**src/rtl/key_conditioner.sv**
```systemverilog
// Push-button front end: two-flop synchroniser, per-key debounce, press pulses,
// and a snake heading register that rejects 180-degree reversals across move ticks.
module key_conditioner #(
    parameter int DEBOUNCE_CYCLES = 250000,
    parameter int CNT_W           = $clog2(DEBOUNCE_CYCLES + 1)
) (
    input  logic       clk_25MHz,
    input  logic       reset,
    input  logic [3:0] key_n,
    input  logic       move_tick,
    output logic [3:0] key_level,
    output logic [3:0] press_pulse,
    output logic [1:0] pending_dir,
    output logic [1:0] dir,
    output logic       dir_change
);

    localparam logic [CNT_W-1:0] CNT_LAST = CNT_W'(DEBOUNCE_CYCLES - 1);

    logic [3:0] level_q;
    logic [3:0] level_d;

    genvar gi;
    generate
        for (gi = 0; gi < 4; gi++) begin : g_key
            logic             sync1_q, sync1_d;
            logic             sync2_q, sync2_d;
            logic [CNT_W-1:0] cnt_q, cnt_d;
            logic             lvl_q, lvl_d;
            logic             pressed;

            assign pressed = ~sync2_q;

            always_comb begin
                sync1_d = key_n[gi];
                sync2_d = sync1_q;
                lvl_d   = lvl_q;
                cnt_d   = '0;
                // any return to the accepted level restarts the count from zero
                if (pressed != lvl_q) begin
                    if (cnt_q == CNT_LAST) begin
                        lvl_d = pressed;
                    end else begin
                        cnt_d = cnt_q + 1'b1;
                    end
                end
            end

            always_ff @(posedge clk_25MHz) begin
                if (reset) begin
                    sync1_q <= 1'b1;
                    sync2_q <= 1'b1;
                    cnt_q   <= '0;
                    lvl_q   <= 1'b0;
                end else begin
                    sync1_q <= sync1_d;
                    sync2_q <= sync2_d;
                    cnt_q   <= cnt_d;
                    lvl_q   <= lvl_d;
                end
            end

            assign level_q[gi] = lvl_q;
            assign level_d[gi] = lvl_d;
        end
    endgenerate

    logic [3:0] press_pulse_q, press_pulse_d;
    logic [1:0] pending_dir_q, pending_dir_d;
    logic [1:0] dir_q, dir_d;
    logic       dir_change_q, dir_change_d;
    logic [1:0] request;
    logic [1:0] ref_dir;

    assign press_pulse_d = level_d & ~level_q;

    always_comb begin
        request = 2'b11;
        if (press_pulse_q[3])      request = 2'b00;
        else if (press_pulse_q[2]) request = 2'b01;
        else if (press_pulse_q[1]) request = 2'b10;

        // judge reversals against the heading that will be in force after this edge
        ref_dir       = move_tick ? pending_dir_q : dir_q;
        pending_dir_d = pending_dir_q;
        if ((press_pulse_q != 4'b0000) && (request != {ref_dir[1], ~ref_dir[0]})) begin
            pending_dir_d = request;
        end

        dir_d        = move_tick ? pending_dir_q : dir_q;
        dir_change_d = move_tick && (pending_dir_q != dir_q);
    end

    always_ff @(posedge clk_25MHz) begin
        if (reset) begin
            press_pulse_q <= 4'b0000;
            pending_dir_q <= 2'b11;
            dir_q         <= 2'b11;
            dir_change_q  <= 1'b0;
        end else begin
            press_pulse_q <= press_pulse_d;
            pending_dir_q <= pending_dir_d;
            dir_q         <= dir_d;
            dir_change_q  <= dir_change_d;
        end
    end

    assign key_level   = level_q;
    assign press_pulse = press_pulse_q;
    assign pending_dir = pending_dir_q;
    assign dir         = dir_q;
    assign dir_change  = dir_change_q;

endmodule

```
**config.mk**
```make
export PLATFORM = sky130hd
export DESIGN_NAME = key_conditioner
export DESIGN_NICKNAME = d
export VERILOG_FILES = /design/src/rtl/key_conditioner.sv
export SDC_FILE = /design/constraint.sdc
export NUM_CORES = 1
export LEC_CHECK = 0
export CAP_MARGIN = 15
export CORE_MARGIN = 1
export CORE_UTILIZATION = 64
export DETAILED_ROUTE_END_ITERATION = 6
export PLACE_DENSITY = 0.84
export SLEW_MARGIN = 20
export SYNTH_ARGS = -nofsm -noshare
export SYNTH_HDL_FRONTEND = slang
export SYNTH_SLANG_ARGS = --single-unit
export TNS_END_PERCENT = 50
```
**constraint.sdc**
```tcl
create_clock -name clk_25MHz -period 3.11 [get_ports clk_25MHz]
set_input_delay 0.4665 -clock clk_25MHz [delete_from_list [all_inputs] [get_ports clk_25MHz]]
set_output_delay 0.4665 -clock clk_25MHz [all_outputs]
set_load 0.02 [all_outputs]
```
## Word level (Yosys, flattened, before mapping)

Cells that the tools add are included.

- Multiplexer cells: 12
- Bitwise logic cells: 11
- Reductions and logical operators: 7
- Add/subtract/negate cells: 4
- Eq/ne operators: 10

Operators with widths:

| cell | number |
|---|---|
| $add A18 B1 Y18 const B | 4 |
| $eq A18 B18 Y1 const B | 4 |
| $reduce_or A3 Y1 | 4 |
| $mux W1 | 9 |
| $not A1 Y1 | 9 |
| $mux W2 | 3 |
| $and A4 B4 Y4 | 1 |
| $ne A1 B1 Y1 | 4 |
| $ne A2 B2 Y1 | 2 |
| $not A4 Y4 | 1 |
| $reduce_bool A4 Y1 | 1 |
| $logic_and A1 B1 Y1 | 2 |

- Register bits after elaboration: 93
- Input bits: 7
- Logic and storage cells: 64

## Logic depth before layout (Yosys ltp)

- Word-level depth: 5
- Depth in mapped cells: 6
- Mapped depth without buffers: 5

## Worst setup path before layout

OpenSTA, ideal clock, no wires.

- Path kind: reg-to-reg
- Start: reg g_key[0].cnt_q[0]
- End: reg g_key[0].cnt_q[10]
- Buffers on the path: 1
- Setup slack: 1.307 ns
- Data arrival time: 1.688 ns
- Setup time: 0.115 ns
- Cell stages (with the launch flop): 7
- Data required time: 2.995 ns
- Cells stage by stage: dfxtp_1 > ha_1 > nand3_2 > or4_4 > o21ai_2 > buf_6 > nor2_1

- Longest elaborated chain between the ends: 2
- Elaborated cells between the ends (all ways): 3

Ends and longest elaborated chain:

| item | line | text |
|---|---|---|
| start: declaration | 28 | `logic [CNT_W-1:0] cnt_q, cnt_d;` |
| start signal: assignment | 58 | `cnt_q <= cnt_d;` |
| branches (longest 2 deep; another with $add A18 B1 Y18) | -- |  |

Several ways; the timed one is not identified.
A chain may end at the register's enable or synchronous reset.

## Worst setup path after layout

- Start: reg g_key[0].cnt_q[0]
- End: reg g_key[0].cnt_q[2]

Same word-level chain as after synthesis.

==> summary.md <==
| Metric | Value |
|---|---|
| Hold_buf cts | `0` |
| Max-slew violation count | `0` |
| Die height | `just over 80 um` |
| Final setup violation count | `0` |
| Pre-CTS setup slack | `between 900 and 1000 ps` |
| Gr busiest metal | `met2` |
| Routed WL | `8.03 mm` |
| CP Class | `reg2reg` |
| Clock Latency Late Sink | `approximately 350 ps` |
| Met2 usage | `38.5%` |
| Share of post-route cells with drive strength above 1 | `8.79%` |
| CP Cell Sequence | `ha_1, nand3_2, or4_4, o21ai_2, nor2_1` |
| PortBufs | `19` |
| DRT iter0 DRCs | `104` |
| RSZ-0062 raised after global routing | `no` |
| Final nets | `495` |
| GPL Wtd Cong | `~0.83` |
| Unique masters post-synth | `55` |
| Root buffer cell | `clkbuf_8` |
| Final period utilization | `69.2%` |
| Synth async-reset ratio | `0%` |
| Final core utilization | `72.9%` |
| Top Ports | `20` |
| Actual slew at the worst max-slew pin | `just under 1000 ps` |
| First-pass iteration count of the detailed router | `4` |
| Fill cells | `between 400 and 500` |
| Ys Warns | `0` |
| GR Util All Layers | `roughly a quarter` |
| Sequential share of the synthesized area | `between 40% and 50%` |
| Max Clk Rate | `0.464 GHz` |
| Antenna violations before repair | `0` |
| DR vias/cell | `roughly 6.0` |
| Top post-synthesis cells by count | `dfxtp_1 (93), nor2_1 (79), xnor2_1 (49)` |
| First-pass GRT wire length | `roughly 13 mm` |
| Setup ws final | `957 ps` |
| Number of synthesized flops with an enable pin | `0` |
| Layout area overhead | `10.6%` |
| DR WL/cell | `between 10 and 15 um` |
| Most common cell in the synthesized netlist | `dfxtp_1` |
| Worst path required time | `roughly 3300 ps` |
| Core area | `6350 um^2` |
| Synth top area share | `44.5%` |
| CTS resizes | `0` |
| Synth Net Count | `approximately 480` |
| Leak | `about 1.4 nW` |
| Post-synth top area cell | `dfxtp_1` |
| Crit Path Max Fanout | `17` |
| Initial core utilization | `roughly two thirds` |
| DP Wirelength | `around 5.5 mm` |
| Ant diodes | `0` |
| Overflow after GRT | `0` |
| CTS Buf Count | `9` |
| Mean Syn Cell Area | `~9.0 um^2` |
| DR vias | `roughly 3400` |
| Setup TNS | `0 ps` |
| Flops & latches, synth | `93` |
| CP max-delay cell | `o21ai_2` |
| Type of the tightest min-delay check | `reg2reg` |
| Clock sinks | `93` |
| Routing usage on met1 | `approximately 30%` |
| Mapped Cells | `between 400 and 500` |
| DR DRC count | `0` |
| Die Wd | `just over 80 um` |
| Ys flop type | `dfxtp_1` |
| Worst-path clk slew | `about 80 ps` |
| Clock Skew | `about 5.5 ps` |
| Clock buffer depth | `2` |
| Pwr per Cell Area | `about 460 nW/um^2` |
| Largest net degree at the start of global routing | `23` |
| Area of the multi-input gates | `~2200 um^2` |
| Floorplan row count | `29` |
| Vias in the first global route | `3049` |
| CP peak stage delay | `570 ps` |
| Number of nets with antenna violations after routing | `0` |
| Max_cap viols | `0` |
| Die area | `roughly 6900 um^2` |
| Critical Path AT | `2370 ps` |
| Met3 Usage GRT | `between 4 and 5%` |
| FF+latch area | `1860 um^2` |
| Largest cells by area after synthesis | `dfxtp_1 (44%), xnor2_1 (10%), nor2_1 (7.1%), nor4_1 (3.6%), xor2_1 (2.9%)` |
| H-tree Lvls | `3` |
| Critical Path Start Type | `flop` |
| Peak VDD IR | `~0.42 mV` |
| Post-CTS Setup Bufs | `0` |
| Tmin final | `between 2000 and 2500 ps` |
| Synth Cell Area | `about 4200 um^2` |
| CTS tree | `done` |
| Worst slew margin relative to its limit | `between 30% and 40%` |
| Worst setup EP type | `flop` |
| Fin. Hold Viols | `0` |
| Status | `complete, no violations` |
[path summary, 6_finish.rpt]
path	from	to	slack, ps	cells after the start
max	g_key[0].cnt_q[0]$_SDFF_PP0_	g_key[0].cnt_q[2]$_SDFF_PP0_	960	5
min	g_key[3].sync1_q$_SDFF_PP1_	g_key[3].sync2_q$_SDFF_PP1_	410	1
max reg2reg	g_key[0].cnt_q[0]$_SDFF_PP0_	g_key[0].cnt_q[2]$_SDFF_PP0_	960	5
min reg2reg	g_key[3].sync1_q$_SDFF_PP1_	g_key[3].sync2_q$_SDFF_PP1_	410	1
[worst max-delay path, delay by kind of cell, from the launching register on]
| family | cells | cell delay (ps) |
|---|---|---|
| simple gates | 3 | 850 |
| compound gates | 1 | 570 |
| flops | 1 | 380 |
| fa+ha+maj | 1 | 220 |
[cells in the final DEF (no fill, tap or decap), types with 3 or more instances in the layout]
master / count
clkbuf_8: 11
nand4_1: 19
nor2_1: 79
a21oi_1: 11
ha_1: 4
nor4b_1: 3
inv_1: 14
dfxtp_1: 93
clkdlybuf4s50_1: 19
nor2b_1: 6
or2_2: 10
or4_1: 6
xnor2_1: 49
o31ai_1: 6
nand2_1: 22
nor4_1: 24
nor3_1: 20
nand3_1: 23
and3_1: 6
nand2b_1: 3
o21ai_0: 3
xor2_1: 14
[stage by stage]
| step | hold WS [ps] | cell area (um^2) | total power, mW | std cells |
|---|---|---|---|---|
| floorplan | 389 | 4190 | 1.26 | 467 |
| global placement | 391 | 4400 | 1.28 | 550 |
| detailed placement | 396 | 4400 | 1.28 | 550 |
| CTS | 415 | 4630 | 2.16 | 566 |
| global route | 442 | 4630 | 2.22 | 566 |
| finish | 415 | 4630 | 2.14 | 566 |
[routing by layer]
layer | up-vias | part of all wire, %
met5 | - | 0
met4 | 0 | 2.0
met3 | 13 | 3.6
met2 | 74 | 48
met1 | 1609 | 46
li1 | 1672 | -
[layout make-up]
cell class | count | area share [%]
inverters | 14 | 1.14
clock inverters | 4 | 1.51
multi-input cells | 345 | 47.3
clock buffers | 12 | 3.35
well taps | 77 | 2.08
repair buffers | 21 | 4.43
flip-flops and latches | 93 | 40.2
[power breakdown]
group          switching, mW  internal (mW)  total, mW
Combinational         0.0239         0.0210     0.0449
Sequential           0.00630           1.20       1.20
Clock                  0.395          0.494      0.889
Total                  0.425           1.71       2.14
[flip-flops by register name, indices dropped and copies added, names as in the netlist]
signal / flops
dir: 2
dir_change: 1
g_key.sync1_q: 4
g_key.sync2_q: 4
pending_dir: 2
press_pulse: 4
g_key.cnt_q: 72
g_key.lvl_q: 4
[kinds of logic (layout without fill, tap and decap cells)]
logic type | after synthesis | count (layout) | share of synthesized area, %
adder cells (fa/ha/maj) | 4 | 4 | 1.20
multiplexers | 4 | 4 | 1.02
flip-flops | 93 | 93 | 44.5
buffers and inverters | 29 | 51 | 3.26
AND/OR/NAND/NOR | 241 | 241 | 31.1
AO/OA/AOI/OAI | 33 | 33 | 5.83
XOR/XNOR | 63 | 63 | 13.2
Note: power is estimated with default switching activity, not from simulation.
==> RTL change, RTL diff (config.mk and constraints unchanged) <==
Set the parameter `DEBOUNCE_CYCLES` to 125000 (it was 250000).
--- a/src/rtl/key_conditioner.sv
+++ b/src/rtl/key_conditioner.sv
@@ -1,7 +1,7 @@
 // Push-button front end: two-flop synchroniser, per-key debounce, press pulses,
 // and a snake heading register that rejects 180-degree reversals across move ticks.
 module key_conditioner #(
-    parameter int DEBOUNCE_CYCLES = 250000,
+    parameter int DEBOUNCE_CYCLES = 125000,
     parameter int CNT_W           = $clog2(DEBOUNCE_CYCLES + 1)
 ) (
     input  logic       clk_25MHz,
Behaviour: no difference found for any inputs over 10 cycles, from zero or initial values and one cycle with reset high; that may be too few to reach the edited logic, so the function may still have changed.
==> RTL change against the unedited design <==
Via count down 9.7%; setup slack better by 0.072 ns; hold slack better by 0.0027 ns; non-clock buffer count unchanged; sequential cell count down 4; critical path depth unchanged; area after synthesis down 8.3%; routed wire length down 12%; final cell count down 7.1%; final area down 8.2%; total power down 11%; largest power group unchanged; highest routed layer unchanged.
==> RTL change: results (changes against the unedited design) <==
stage	metric	value	unit	change
outcome	outcome	complete, no violations		
final_layout	multi_input_area	1948	sq um	-11%
final_layout	drive_gt1_frac	0.07269		-0.01525
synthesis	yosysSeqAreaShare	0.4641		+0.01944
placed_design	dp_cells	511		-7.1%
sta	hold-worst-slack	0.4172	ns	+0.002681 ns
synthesis	syn_inst	432		-7.5%
final_layout	layout.nonclk_buf_frac	0.04831		+0.003982
routing	wl_met1	3.385	mm	-8.9%
global_routing	grt_pass1_wl	12.59	mm	-6.1%
routing	wl_met2	3.315	mm	-14%
final_layout	n_all_inverters	11		-3
routing	dr.first_iter.drc_count	168		+62%
global_routing	grtUsageMet2	0.4043		+0.01903
final_layout	nMultiInputCombCells	318		-7.8%
worst_hold_path	min_to	g_key[0].sync2_q		
synthesis	synthTopCellsByCount	89 x dfxtp_1, 63 x nor2_1, 29 x xor2_1, 28 x nand3_1, 24 x xnor2_1		
synthesis	synth_area_leaders	dfxtp_1 46%, xor2_1 6.6%, nor2_1 6.2%		
final_layout	layout.nets	461		-6.9%
synthesis	ys_types	40		-27%
synthesis	synth_nets	443		-7.3%
power_and_ir_drop	peakVddDrop	0.0003207	V	-23%
placed_design	gp_congestion	0.8463		+2.3%
critical_path	rrSetupSlack	1.03	ns	+0.07 ns
final_layout	clockBufferCount	13		+1
==> RTL change: changes by cell type in the layout (fill, tap and decap cells not counted), sizes merged, moves of 6 or more <==
cell | before | now
or3 | 3 | 11
xnor2 | 49 | 24
o21ai | 5 | 13
nor2 | 79 | 63
nor2b | 6 | 0
nand4 | 23 | 17
a21oi | 11 | 19
nor4 | 25 | 13
xor2 | 14 | 29
nor3 | 20 | 8
and3 | 6 | 12
==> RTL change: metrics by stage <==
stage	setup slack [ns]	total power, mW	util	instance area [sq um]
after detailed placement	0.7532	1.205	0.7201	4063
after CTS	0.9033	1.921	0.7523	4244
after floorplan	1.362	1.191	-	3839
after global routing	0.8519	1.970	0.7529	4248
after global placement	0.7683	1.204	0.7201	4063
final	1.028	1.904	0.7529	4248
==> RTL change: kinds of logic (layout without fill, tap and decap cells) <==
| logic type | count (synthesis) | in the layout | share of synthesized area |
|---|---|---|---|
| XOR/XNOR | 53 | 53 | 0.1209 |
| adder cells (fa/ha/maj) | 4 | 4 | 0.01304 |
| buffers and inverters | 25 | 47 | 0.02934 |
| AND/OR/NAND/NOR | 213 | 213 | 0.2927 |
| AO/OA/AOI/OAI | 45 | 45 | 0.07138 |
| multiplexers | 3 | 3 | 0.008474 |
| flip-flops | 89 | 89 | 0.4641 |
==> RTL change: critical path, stage by stage, from the launching register on <==
cell and delay (ns):
dfxtp_1 0.38, ha_1 0.22, nand2_1 0.15, or4_1 0.49, o21ai_2 0.58, nor2_1 0.13
==> RTL change: power by group <==
part	internal [mW]	switching [mW]
clock network	0.351	0.374
registers	1.14	0.00375
logic	0.0142	0.0161
total	1.51	0.394
